`config.mk`:
```
export PLATFORM = sky130hd
export DESIGN_NAME = dz_matrix_scan_flat
export DESIGN_NICKNAME = d
export VERILOG_FILES = /design/src/rtl/dz_matrix_scan_if.sv /design/src/rtl/dz_matrix_scan.sv /design/src/flat_wrapper.sv
export SDC_FILE = /design/constraint.sdc
export NUM_CORES = 1
export LEC_CHECK = 0
export BUFFER_PORTS_ARGS = -buffer_cell sky130_fd_sc_hd__buf_2
export CORE_UTILIZATION = 45
export CTS_BUF_LIST = sky130_fd_sc_hd__clkbuf_16
export CTS_CLUSTER_SIZE = 8
export DETAILED_ROUTE_END_ITERATION = 16
export PLACE_DENSITY = 0.61
export SYNTH_ARGS = -nofsm -noshare
export SYNTH_HDL_FRONTEND = slang
export SYNTH_SLANG_ARGS = --single-unit
```
`constraint.sdc`:
```
create_clock -name clk -period 31.1 [get_ports clk]
set_clock_uncertainty 0.15 [all_clocks]
set_input_delay 6.22 -clock clk [delete_from_list [all_inputs] [get_ports clk]]
set_output_delay 6.22 -clock clk [all_outputs]
set_load 0.02 [all_outputs]
```
`src/rtl/dz_matrix_scan_if.sv`:
```
// dz_matrix_scan_if: host-side bundle of the bicolour matrix scanner.
// Carries back-buffer writes, swap handshake, frame status and matrix pins.
interface dz_matrix_scan_if #(
    parameter int ROWS = 8,
    parameter int COLS = 8,
    parameter int RW   = $clog2(ROWS)
);
    logic            wr_en;
    logic [RW-1:0]   wr_row;
    logic [COLS-1:0] wr_colr;
    logic [COLS-1:0] wr_colg;
    logic            swap_req;
    logic            swap_pend;
    logic            swap_done;
    logic            frame_tick;
    logic [ROWS-1:0] row;
    logic [COLS-1:0] colr;
    logic [COLS-1:0] colg;

    modport master (
        output wr_en, wr_row, wr_colr, wr_colg, swap_req,
        input  swap_pend, swap_done, frame_tick, row, colr, colg
    );

    modport slave (
        input  wr_en, wr_row, wr_colr, wr_colg, swap_req,
        output swap_pend, swap_done, frame_tick, row, colr, colg
    );
endinterface

```
`src/rtl/dz_matrix_scan.sv`:
```
// dz_matrix_scan: double-buffered bicolour LED matrix row scanner.
// Ports: clk, rst (async, active-high), bus (slave: writes, swap, pins).
// Optional DZ_BLINK_EN adds input blink and parameter BLINK_FRAMES.
module dz_matrix_scan #(
    parameter int ROWS  = 8,
    parameter int COLS  = 8,
    parameter int DWELL = 4,
    parameter int RW    = $clog2(ROWS)
`ifdef DZ_BLINK_EN
    ,
    parameter int BLINK_FRAMES = 16
`endif
) (
    input logic clk,
    input logic rst,
`ifdef DZ_BLINK_EN
    input logic blink,
`endif
    dz_matrix_scan_if.slave bus
);
    localparam int AW = $clog2(ROWS);
    localparam int DW = $clog2(DWELL);
    localparam int BW = 2 * COLS;

    logic [BW-1:0]   bank_q [2][ROWS];
    logic            front_q;
    logic            pend_q;
    logic [AW-1:0]   row_idx_q;
    logic [DW-1:0]   dwell_q;
    logic [ROWS-1:0] row_q;
    logic [COLS-1:0] colr_q;
    logic [COLS-1:0] colg_q;
    logic            tick_q;
    logic            done_q;

    logic            last_dwell;
    logic            last_row;
    logic            eof;
    logic            wr_ok;
    logic            blank;
    logic [BW-1:0]   pix;
    logic [ROWS-1:0] row_d;
    logic [COLS-1:0] colr_d;
    logic [COLS-1:0] colg_d;
    logic            pend_d;
    logic            front_d;

    assign last_dwell = (dwell_q == DW'(DWELL - 1));
    assign last_row   = (row_idx_q == AW'(ROWS - 1));
    assign eof        = last_dwell && last_row;
    assign wr_ok      = bus.wr_en && (int'(bus.wr_row) < ROWS);
    assign pix        = bank_q[front_q][row_idx_q];

    // A request arriving on the EOF edge re-arms pending even while the
    // older request is being consumed on that same edge.
    assign pend_d  = bus.swap_req || (pend_q && !eof);
    assign front_d = front_q ^ (eof && pend_q);

`ifdef DZ_BLINK_EN
    localparam int FW = $clog2(BLINK_FRAMES + 1);

    logic [FW-1:0] fcnt_q;
    logic          phase_q;

    always_ff @(posedge clk or posedge rst) begin
        if (rst) begin
            fcnt_q  <= '0;
            phase_q <= 1'b0;
        end else if (eof) begin
            if (!blink) begin
                fcnt_q  <= '0;
                phase_q <= 1'b0;
            end else if (fcnt_q == FW'(BLINK_FRAMES - 1)) begin
                fcnt_q  <= '0;
                phase_q <= ~phase_q;
            end else begin
                fcnt_q <= fcnt_q + FW'(1);
            end
        end
    end

    assign blank = (dwell_q == '0) || (blink && phase_q);
`else
    assign blank = (dwell_q == '0);
`endif

    always_comb begin
        row_d  = {ROWS{1'b1}};
        colr_d = '0;
        colg_d = '0;
        if (!blank) begin
            row_d  = ~(ROWS'(1) << row_idx_q);
            colr_d = pix[BW-1:COLS];
            colg_d = pix[COLS-1:0];
        end
    end

    always_ff @(posedge clk or posedge rst) begin
        if (rst) begin
            for (int b = 0; b < 2; b++) begin
                for (int r = 0; r < ROWS; r++) begin
                    bank_q[b][r] <= '0;
                end
            end
            front_q   <= 1'b0;
            pend_q    <= 1'b0;
            row_idx_q <= '0;
            dwell_q   <= '0;
            row_q     <= {ROWS{1'b1}};
            colr_q    <= '0;
            colg_q    <= '0;
            tick_q    <= 1'b0;
            done_q    <= 1'b0;
        end else begin
            // Write goes to the bank that is back before this edge; on a
            // swap edge that bank becomes the new front.
            if (wr_ok) begin
                bank_q[~front_q][bus.wr_row[AW-1:0]] <=
                    {bus.wr_colr, bus.wr_colg};
            end
            if (last_dwell) begin
                dwell_q   <= '0;
                row_idx_q <= last_row ? '0 : row_idx_q + AW'(1);
            end else begin
                dwell_q <= dwell_q + DW'(1);
            end
            front_q <= front_d;
            pend_q  <= pend_d;
            row_q   <= row_d;
            colr_q  <= colr_d;
            colg_q  <= colg_d;
            tick_q  <= eof;
            done_q  <= eof && pend_q;
        end
    end

    assign bus.row        = row_q;
    assign bus.colr       = colr_q;
    assign bus.colg       = colg_q;
    assign bus.frame_tick = tick_q;
    assign bus.swap_done  = done_q;
    assign bus.swap_pend  = pend_q;
endmodule
```
`src/flat_wrapper.sv`:
```
// flat-port wrapper written by rule: the top's interface ports become plain ports
module dz_matrix_scan_flat 
#(
    parameter int ROWS  = 8,
    parameter int COLS  = 8,
    parameter int DWELL = 4,
    parameter int RW    = $clog2(ROWS)

)
  (clk, rst, bus_wr_en, bus_wr_row, bus_wr_colr, bus_wr_colg, bus_swap_req, bus_swap_pend, bus_swap_done, bus_frame_tick, bus_row, bus_colr, bus_colg);
  dz_matrix_scan_if #(.ROWS(ROWS), .COLS(COLS), .RW(RW)) bus_i ();
  input logic clk;
  input logic rst;
  input wire logic [$bits(bus_i.wr_en)-1:0] bus_wr_en;
  input wire logic [$bits(bus_i.wr_row)-1:0] bus_wr_row;
  input wire logic [$bits(bus_i.wr_colr)-1:0] bus_wr_colr;
  input wire logic [$bits(bus_i.wr_colg)-1:0] bus_wr_colg;
  input wire logic [$bits(bus_i.swap_req)-1:0] bus_swap_req;
  output wire logic [$bits(bus_i.swap_pend)-1:0] bus_swap_pend;
  output wire logic [$bits(bus_i.swap_done)-1:0] bus_swap_done;
  output wire logic [$bits(bus_i.frame_tick)-1:0] bus_frame_tick;
  output wire logic [$bits(bus_i.row)-1:0] bus_row;
  output wire logic [$bits(bus_i.colr)-1:0] bus_colr;
  output wire logic [$bits(bus_i.colg)-1:0] bus_colg;
  assign bus_i.wr_en = bus_wr_en;
  assign bus_i.wr_row = bus_wr_row;
  assign bus_i.wr_colr = bus_wr_colr;
  assign bus_i.wr_colg = bus_wr_colg;
  assign bus_i.swap_req = bus_swap_req;
  assign bus_swap_pend = bus_i.swap_pend;
  assign bus_swap_done = bus_i.swap_done;
  assign bus_frame_tick = bus_i.frame_tick;
  assign bus_row = bus_i.row;
  assign bus_colr = bus_i.colr;
  assign bus_colg = bus_i.colg;
  dz_matrix_scan #(.ROWS(ROWS), .COLS(COLS), .DWELL(DWELL), .RW(RW)) u_core (.clk(clk), .rst(rst), .bus(bus_i));
endmodule
```
# Yosys cells after proc, flatten, opt, wreduce, memory -nomap -nowiden
# Cells that the tools add are included.
# Widths: inputs -> output; s select.
# totals
register_bits	289
output_inout_bits	27
# classes
add_sub_neg	2
order_cmp	6
n_eq_ne	2
n_shift	1
n_mux	16
bitwise	7
reduce_logical	8
# op_table
cell	count
$mux 128	4
$bwmux 256	1
$demux 128 s1	1
$bmux 16 s3	1
$demux 16 s3	1
$mux 16	3
$mux 8	3
$ge 4x4->1 const B	2
$not 3->4	2
$not 8->8	1
$shl 1x3->8 const A	1
$logic_and 1x1->1	5
$ge 2x2->1 const B	2
$lt 4x1->1 const B	1
$not 1->2	2
$add 3x1->3 const B	1
$eq 3x3->1 const B	1
$mux 3	1
$add 2x1->2 const B	1
$eq 2x2->1 const B	1
$logic_not 2->1	1
$lt 2x1->1 const B	1
$mux 2	1
$logic_not 1->1	1
3 further kinds	3

# Logic depth before layout (Yosys ltp)
# Gate-level depths: netlist of run 1.
# depth
depth_word	8
depth_mapped	7
ltp_nobuf	6

# Worst setup path after synthesis of run 1
# No wires, ideal clock.
# synth_timing
path_type	input port to flip-flop
from	input port bus_wr_row[1]
to	register u_core.bank_q[48] (netlist bit)
setup_ps	125
arrival_ps	7272
required_ps	30825
slack_ps	23553
stages	5
path_buffers	2
cell_sequence	nand3b_4 or3_1 buf_6 buf_6 mux2_4
# synth_between
elab_chain_cells	8
# synth_lines
item	line_no	text
from (decl)	flat_wrapper.sv:15	input wire logic [$bits(bus_i.wr_row)-1:0] bus_wr_row;
$not 3->4 (*)	dz_matrix_scan.sv:118	bank_q[~front_q][bus.wr_row[AW-1:0]] <=
$ge 4x4->1 (implied by the code) / $lt 4x1->1 (equally long branches)	dz_matrix_scan.sv:118	
$logic_and 1x1->1 (implied by the code)	dz_matrix_scan.sv:118	
$mux 16 (implied by the code)	dz_matrix_scan.sv:118	
$demux 16 s3 (*)	dz_matrix_scan.sv:118	
$mux 128 (implied by the code) (*)	dz_matrix_scan.sv:118	
$demux 128 s1 (*)	dz_matrix_scan.sv:118	
$bwmux 256 (*)	dz_matrix_scan.sv:118	
to (signal, indexed assignment)	dz_matrix_scan.sv:118	
to (decl)	dz_matrix_scan.sv:25	logic [BW-1:0] bank_q [2][ROWS];
# Every way passes the cells marked *; elsewhere a longest branch is shown, timed or not.
# A chain may end at the register's enable or synchronous reset.

==> run metrics, run 1 <==
max frequency=129 MHz; Synth area leaders=dfrtp_1 (54%), mux2_2 (21%), mux4_2 (7.8%), mux2i_1 (3.9%), mux2_4 (2.3%); final hold vios=0; Clock Latency Late Sink=0.52 ns; Synth Cell Area=about 13000 um^2; Layout area overhead=13.2%; I/O pin total=50; Yosys cell types=38; Resized Gates After CTS=0; CP required=31.35 ns; drt pass-1 iters=4; Setup Viol. Count Final=0; #FFs+latches synth=289; initial core utilization=0.462; Buffers on Ports=49; die area=about 29000 um^2; Final Util=0.523; routability cong.=0.764; Peak VDD IR=0.0349 mV; hold crit path type=flip-flop to flip-flop; outcome=finished clean; final instance area=14600 um^2; layout cells sized above 1=0.494; floorplan row count=61; top cell type's share of synthesized area=0.544; CTS max path bufs=3; most frequent cells in the layout=dfrtp_1 (279), mux2_2 (237), mux2i_1 (50); CP startpoint kind=primary input; slowest CP cell=nor2b_2; TNS Setup=0 ns; pins over their slew limit=0; htree depth=2; DR vias/cell=5.68; starting DRC count in detailed routing=396; headroom to the max-slew limit=0.254; antenna-violating nets left=0; leakage=0.00684 uW; Design Power=1010 uW; gr usage total=0.212; power per cell area=68.7 nW/um^2; postcts setup bufs=0; critical path cell sequence=buf_2, nor3b_4, nor2b_2, mux2_2; Net Count, Synth=864; most common cell after layout, fill and taps aside=dfrtp_1; Seq/Total Area, Yosys=0.560; wire length per cell=about 23 um; drt total wl=29300 um; Post-DP Area=13500 um^2; hold_buf cts=0; period utilization=0.250; Max Cap Viol=0; critical-path maximum fanout=16; TritonCTS clock tree=built; total CTS buffers=42; final worst setup slack=23.34 ns; Crit Path Category=primary input to flip-flop; Period minus WS final=7.76 ns; Max stage delay on crit path=0.90 ns; core footprint=28000 um^2; largest net degree at the start of global routing=120; global-route wire length before repair=46400 um; synth warn=0; die height=around 170 um; Worst setup EP type=flip-flop; Die Width=172 um; antenna violations before repair=0; CTS Root Buffer Type=clkbuf_16; drt drc=0; # diodes=0; register clock-pin slew on the reported worst setup and hold paths=0.05 ns; routed vias=just over 7000; vias in the first global route=roughly 8100; Mapped Avg Cell Area=15.5 um^2; RSZ-0062 raised after global routing=no; Worst EP arrival=8.01 ns; largest area contributor in the netlist=dfrtp_1; Setup Slack @ Placement=22.79 ns; Final HPWL DP=17600 um; Clock Sinks=289; Nets=912; Worst Tran Pin Value=around 1.1 ns; total grt overflow=0; Post-Syn Instances=833
## where the power goes
part           switching, uW  internal [uW]  leakage, uW  total, uW
clock network            155            254     0.000644        409
logic                   44.7           76.7      0.00265        121
registers               33.0            443      0.00355        476
## flip-flops by register name, indices dropped and copies added, names as in the netlist
signal                 flops
u_core.front_q             1
u_core.bus.swap_done       1
u_core.dwell_q             2
u_core.bus.swap_pend       1
u_core.row_idx_q           3
u_core.bus.colg            8
u_core.bank_q            256
u_core.bus.colr            8
u_core.bus.frame_tick      1
u_core.bus.row             8
## worst paths after layout
path / start / endpoint / slack [ns] / cells past startpoint
setup / recovery: bus_wr_en / u_core.bank_q[231] / 23.34 / 4
hold / removal: u_core.dwell_q[0] / u_core.dwell_q[0] / 0.31 / 1
setup reg to reg: u_core.row_idx_q[0] / u_core.bus.colr[2] / 28.17 / 5
hold reg to reg: u_core.dwell_q[0] / u_core.dwell_q[0] / 0.31 / 1
max in group asynchronous: rst / u_core.bank_q[211] / 23.41 / 3
min in group asynchronous: rst / u_core.bank_q[218] / 5.72 / 2
## cell type report
cell class	instances	area, um^2
multi-input combinational	474	5320
clock buffer	45	1130
sequential	289	7250
inverter	7	33.8
tap	378	473
timing repair buffer	67	380
clock inverter	17	68.8
fill	2290	13400
## cells by family after synthesis
group / after synthesis / synth area share
compound gates: 50 / 0.0270
xor+xnor: 1 / 0.000677
fa+ha+maj: 8 / 0.00774
buf+inv: 70 / 0.0292
flops: 289 / 0.560
mux: 352 / 0.347
simple gates: 63 / 0.0291
## through the flow
step | hold WS [ns] | instances
CTS | 0.326 | 1277
global placement | 0.295 | 1215
detailed placement | 0.319 | 1215
finish | 0.315 | 1277
floorplan | 0.282 | 833
global route | 0.350 | 1277
## synthesized netlist by cell type
cell	number
inv_1	5
buf_2	26
mux2_2	237
nand3b_1	1
and3_1	1
or2_2	1
a22oi_1	24
dfrtp_1	281
clkbuf_1	19
o31ai_1	1
a221oi_1	1
mux2_4	20
nand3_1	17
dfstp_2	8
xor2_1	1
buf_1	4
nand3b_4	2
mux2i_1	50
nand2_2	1
buf_4	6
o211ai_1	9
o22ai_1	6
nand2_1	10
nand3b_2	1
o21ai_0	5
and2_1	1
nor2_1	7
nor2_2	9
mux4_2	45
nor3b_4	1
ha_1	8
a21oi_1	3
buf_6	8
or3_1	2
a21o_1	1
nor2b_1	2
inv_2	2
nand2b_1	7
## layer usage
layer	global-route usage	share of wire	wire length, um	up-vias
met5	0	0	0	-
met1	0.259	0.41	12100	3876
met4	0.0726	0.026	760	0
met2	0.371	0.52	15200	162
met3	0.0416	0.041	1210	52
li1	-	-	-	3157
## worst max-delay path: cells and delay by family
| family | cells | cell delay (ns) |
|---|---|---|
| buf+inv | 1 | 0.16 |
| simple gates | 2 | 1.20 |
| mux | 1 | 0.43 |
No activity file was read; power rests on OpenSTA's default activity.
==> run 2, diff against run 1 <==
PLACE_DENSITY = 0.63   (was 0.61)
clock period = 6.7 ns   (was 31.1 ns; I/O delays follow)
==> run 2 against run 1 <==
Compared with the run above: clock power rose to 4.6 times the previous value; sequential cell count unchanged; global-route usage down 0.88 points; via count fell by 2.1%; die area unchanged; routed wire length fell by 5.2%; combinational power rose to 4.5 times the previous value; worst setup slack worse by 20 ns; cell area shrank 0.20%; first-iteration DRC count grew 14%; sequential share of layout area rose by 0.10 points; total power rose to 4.6 times the previous value; critical path type is now flip-flop to flip-flop; critical endpoint is now u_core.bus.colr[7].
==> run metrics, run 2 (same netlist as run 1, synthesis figures left out) <==
Crit Path Category=flip-flop to flip-flop; headroom to the max-slew limit=0.206; Final HPWL DP=~16000 um; antenna violations before repair=0; FF-to-FF Start=u_core.front_q; CP required=between 6 and 7 ns; max reg flops=256; hold crit path type=flip-flop to flip-flop; TNS Setup=0 ns; cell depth of the worst flop-to-flop path=4; Hold Path Cell Cnt=1; smallest hold slack=0.308 ns; die height=172 um; CTS max path bufs=3; # diodes=0; DR vias/cell=5.60; Clock Sinks=289; Worst setup EP type=flip-flop; vias in the first global route=7475; Hold Path End=u_core.dwell_q[0]; leakage=0.00679 uW; Buffers on Ports=49; floorplan row count=61; hold_buf cts=0; CP startpoint=u_core.front_q; most common cell after layout, fill and taps aside=dfrtp_1; starting DRC count in detailed routing=~450; postcts setup bufs=0; core footprint=between 20000 and 30000 um^2; layout cells sized above 1=0.496; wire length per cell=21.9 um; Worst Tran Pin Value=1.19 ns; Nets=909; Worst EP arrival=3.18 ns; global-route wire length before repair=44400 um; Max Cap Viol=0; R2R Setup Slk=around 3.7 ns; final hold vios=0; Die Width=between 150 and 200 um; htree depth=2; routed vias=slightly above 7000; drt pass-1 iters=5; initial core utilization=0.462; Layout area overhead=13.0%; Clock Latency Late Sink=0.51 ns; Setup Viol. Count Final=0; I/O pin total=50; antenna-violating nets left=0; drt total wl=27800 um; CP startpoint kind=flip-flop; hold wc startpoint=u_core.dwell_q[0]; CTS Root Buffer Type=clkbuf_16; TritonCTS clock tree=built; most frequent cells in the layout=dfrtp_1 (279), mux2_2 (237), mux2i_1 (50); reg2reg end=u_core.bus.colr[7]; Peak VDD IR=0.167 mV; max frequency=334 MHz; register clock-pin slew on the reported worst setup and hold paths=about 0.050 ns; critical-path maximum fanout=54; Reg with most FFs=u_core.bank_q; RSZ-0062 raised after global routing=no; pins over their slew limit=0; largest net degree at the start of global routing=177; outcome=finished clean; total grt overflow=0; Layout fillers=2390; Resized Gates After CTS=0; Period minus WS final=approximately 3.0 ns; die area=29400 um^2; drt drc=0; total CTS buffers=42; routability cong.=0.733; period utilization=0.447; power per cell area=317 nW/um^2; gr usage total=0.203
[run 2: changes by cell type in the layout (fill, tap and decap cells not counted)]
cell        before  now
nor2_4           0    2
nor2_2           9    7
buf_4           18   14
buf_12           0    1
inv_1           20   13
clkinvlp_4       0    1
inv_8            1    0
[run 2: cell type report]
cell class                      count  area, um^2  share of cell area
Clock inverter                     10        42.5             0.00291
Multi-Input combinational cell    474        5330               0.365
Tap cell                          378         473              0.0324
Sequential cell                   289        7250               0.496
Clock buffer                       45        1130              0.0770
Inverter                            7        30.0             0.00205
Timing Repair Buffer               64         370              0.0253
[run 2: power by group]
part | total (uW) | internal, uW | switching (uW)
clock | 1880 | 1170 | 711
sequential | 2200 | 2050 | 145
combinational | 550 | 355 | 195
total | 4630 | 3580 | 1050
[run 2: critical path, stage by stage (launching register included)]
cell	delay (ns)
dfrtp_4	0.83
buf_4	0.85
mux4_2	0.61
mux2i_1	0.17
o22ai_1	0.15
[run 2: how the worst max path moves through the flow]
| stage | endpoint | slack, ns | cells after the start |
|---|---|---|---|
| after floorplan | u_core.bank_q[0] | 1.38 | 1 |
| after global placement | u_core.bank_q[133] | 3.32 | 4 |
| after detailed placement | u_core.bank_q[130] | 3.27 | 4 |
| after CTS | u_core.bus.colr[7] | 3.71 | 4 |
| after global routing | u_core.bus.colr[7] | 3.60 | 4 |
| final | u_core.bus.colr[7] | 3.70 | 4 |
[run 2: metal layers]
layer | global-route usage | wire, um
met5 | 0 | 0
met4 | 0.0691 | 778
met3 | 0.0318 | 1080
met2 | 0.334 | 13400
met1 | 0.274 | 12400
[run 2: stage by stage]
stage / utilization / power, uW / worst slack (ns) / area, um^2 / instances
global route: 0.522 / 4850 / 3.60 / 14600 / 1267
detailed placement: 0.480 / 2780 / 3.27 / 13500 / 1212
finish: 0.522 / 4630 / 3.70 / 14600 / 1267
floorplan: - / 2650 / 1.38 / 12900 / 833
global placement: 0.480 / 2760 / 3.32 / 13500 / 1212
CTS: 0.522 / 4690 / 3.71 / 14600 / 1267
==> run 3, diff against run 2 <==
clock period = 2.55 ns   (was 6.7 ns; I/O delays follow)
==> run 3 against run 2 <==
Compared with the run above: clock-buffer cell count fell by 2; fmax grew 45%; combinational power grew to 2.7 times the previous value; die area unchanged; cell count increased by 2.3%; sequential share of layout area fell by 1.0 points; first-iteration DRC count increased by 6.6%; hold slack worse by 0.28 ns; critical path type unchanged.
==> run metrics, run 3 (same netlist as run 1, synthesis figures left out) <==
Buffers on Ports=49; final hold vios=0; Layout area overhead=15.3%; largest net degree at the start of global routing=a little under 90; Layout fillers=2331; Worst setup EP type=flip-flop; Hold Path End=u_core.bus.swap_pend; layout cells sized above 1=0.513; total CTS buffers=between 40 and 50; Max stage delay on crit path=0.63 ns; critical path depth=4; wire length per cell=22.6 um; CP required=2.79 ns; vias in the first global route=7693; most frequent cells in the layout=dfrtp_1 (279), mux2_2 (237), mux2i_1 (50); gr usage total=0.211; Max Cap Viol=0; floorplan row count=61; I/O pin total=50; Hold Path Cell Cnt=2; Peak VDD IR=0.475 mV; pins over their slew limit=0; Buf/Inv on CP=1; Final Util=0.533; drt drc=0; Seq pwr share=0.476; Clock Latency Late Sink=roughly 0.53 ns; routed vias=between 7000 and 8000; CTS max path bufs=3; initial core utilization=0.462; hold crit path type=primary input to flip-flop; drt pass-1 iters=4; routability cong.=0.742; DR vias/cell=5.56; Setup Slack @ Placement=0.480 ns; outcome=finished clean; Resized Gates After CTS=0; total grt overflow=0; Reg with most FFs=u_core.bank_q; Crit Path Category=flip-flop to flip-flop; Final HPWL DP=18100 um; hold wc startpoint=bus_swap_req; global-route wire length before repair=about 46000 um; most common cell after layout, fill and taps aside=dfrtp_1; switching share of power=0.234; antenna violations before repair=0; Logic pwr share=0.122; die area=29400 um^2; critical-path maximum fanout=20; CTS Root Buffer Type=clkbuf_16; Nets=940; max reg flops=between 200 and 300; R2R Setup Slk=roughly 0.48 ns; sw power=2840 uW; final worst setup slack=0.478 ns; Period minus WS final=2.07 ns; critical path cell sequence=nand2b_1, nor2_2, buf_4, mux2_2; RSZ-0062 raised after global routing=no; reg2reg end=u_core.bank_q[79]; # diodes=0; Worst Tran Pin Value=just over 0.5 ns; TNS Setup=0 ns; Die Width=172 um; leakage=0.00696 uW; htree depth=2; FF-to-FF Start=u_core.front_q; period utilization=0.812; drt total wl=between 20000 and 30000 um; CP startpoint kind=flip-flop; headroom to the max-slew limit=0.654; critical path's top delay family=flip-flops; clock power share=0.402; internal power=roughly 9300 uW; antenna-violating nets left=0; max frequency=483 MHz; postcts setup bufs=0; Setup Viol. Count Final=0; Clock Sinks=289; slowest CP cell=dfrtp_4; register clock-pin slew on the reported worst setup and hold paths=0.05 ns; power per cell area=815 nW/um^2; TritonCTS clock tree=built; die height=172 um; cell depth of the worst flop-to-flop path=4; Worst EP arrival=2.31 ns; core footprint=approximately 28000 um^2; starting DRC count in detailed routing=482
run 3: changes by cell type in the layout (fill, tap and decap cells not counted):
cell / before / now
inv_1: 13 / 11
nor2_2: 7 / 9
buf_12: 1 / 9
clkinv_8: 0 / 2
dlygate4sd3_1: 0 / 1
buf_4: 14 / 36
clkbuf_16: 45 / 43
nor2_4: 2 / 0
run 3: layout make-up:
class / instances / area (um^2) / share of cell area
clock inverters: 10 / 67.6 / 0.00453
flip-flops and latches: 289 / 7250 / 0.486
multi-input cells: 474 / 5320 / 0.357
clock buffers: 43 / 1080 / 0.0721
inverters: 7 / 30.0 / 0.00201
well taps: 378 / 473 / 0.0317
repair buffers: 95 / 706 / 0.0473
run 3: worst max path at each step:
stage	to	from	slack, ns
CTS	u_core.bank_q[79]	u_core.front_q	0.48
detailed placement	u_core.bank_q[228]	bus_wr_en	0.48
finish	u_core.bank_q[79]	u_core.front_q	0.48
global route	u_core.bus.colr[1]	u_core.front_q	0.36
global placement	u_core.bank_q[228]	bus_wr_en	0.50
floorplan	u_core.bank_q[0]	rst	-1.94
run 3: timing repair:
item                                    4_1_cts  5_1_grt
hold buffers                                  1        0
endpoints found under the setup margin        0        0
hold endpoints to repair                      4        0
run 3: power groups by stage:
stage	combinational, uW	sequential, uW	clock, uW
finish	1490	5790	4880
global route	1630	5880	5190
CTS	1510	5780	5000
detailed placement	1510	5850	0
global placement	1460	5820	0
floorplan	1230	5720	0
run 3: metrics by stage:
stage / area [um^2] / power, uW / hold slack, ns / std cells
final: 14900 / 12200 / 0.0235 / 1296
after global routing: 14900 / 12700 / 0.0300 / 1296
after CTS: 14900 / 12300 / 0.0111 / 1296
after detailed placement: 13800 / 7350 / 0.313 / 1242
after global placement: 13800 / 7280 / 0.303 / 1242
after floorplan: 12900 / 6950 / 0.282 / 833
run 3: per-layer routing:
layer | wire, um | vias to the layer above | track usage | share of wire
met5 | 0 | - | 0 | 0
met4 | 643 | 0 | 0.0625 | 0.022
met3 | 892 | 49 | 0.0308 | 0.031
met1 | 13600 | 3837 | 0.291 | 0.46
li1 | - | 3206 | - | -
met2 | 14100 | 120 | 0.345 | 0.48
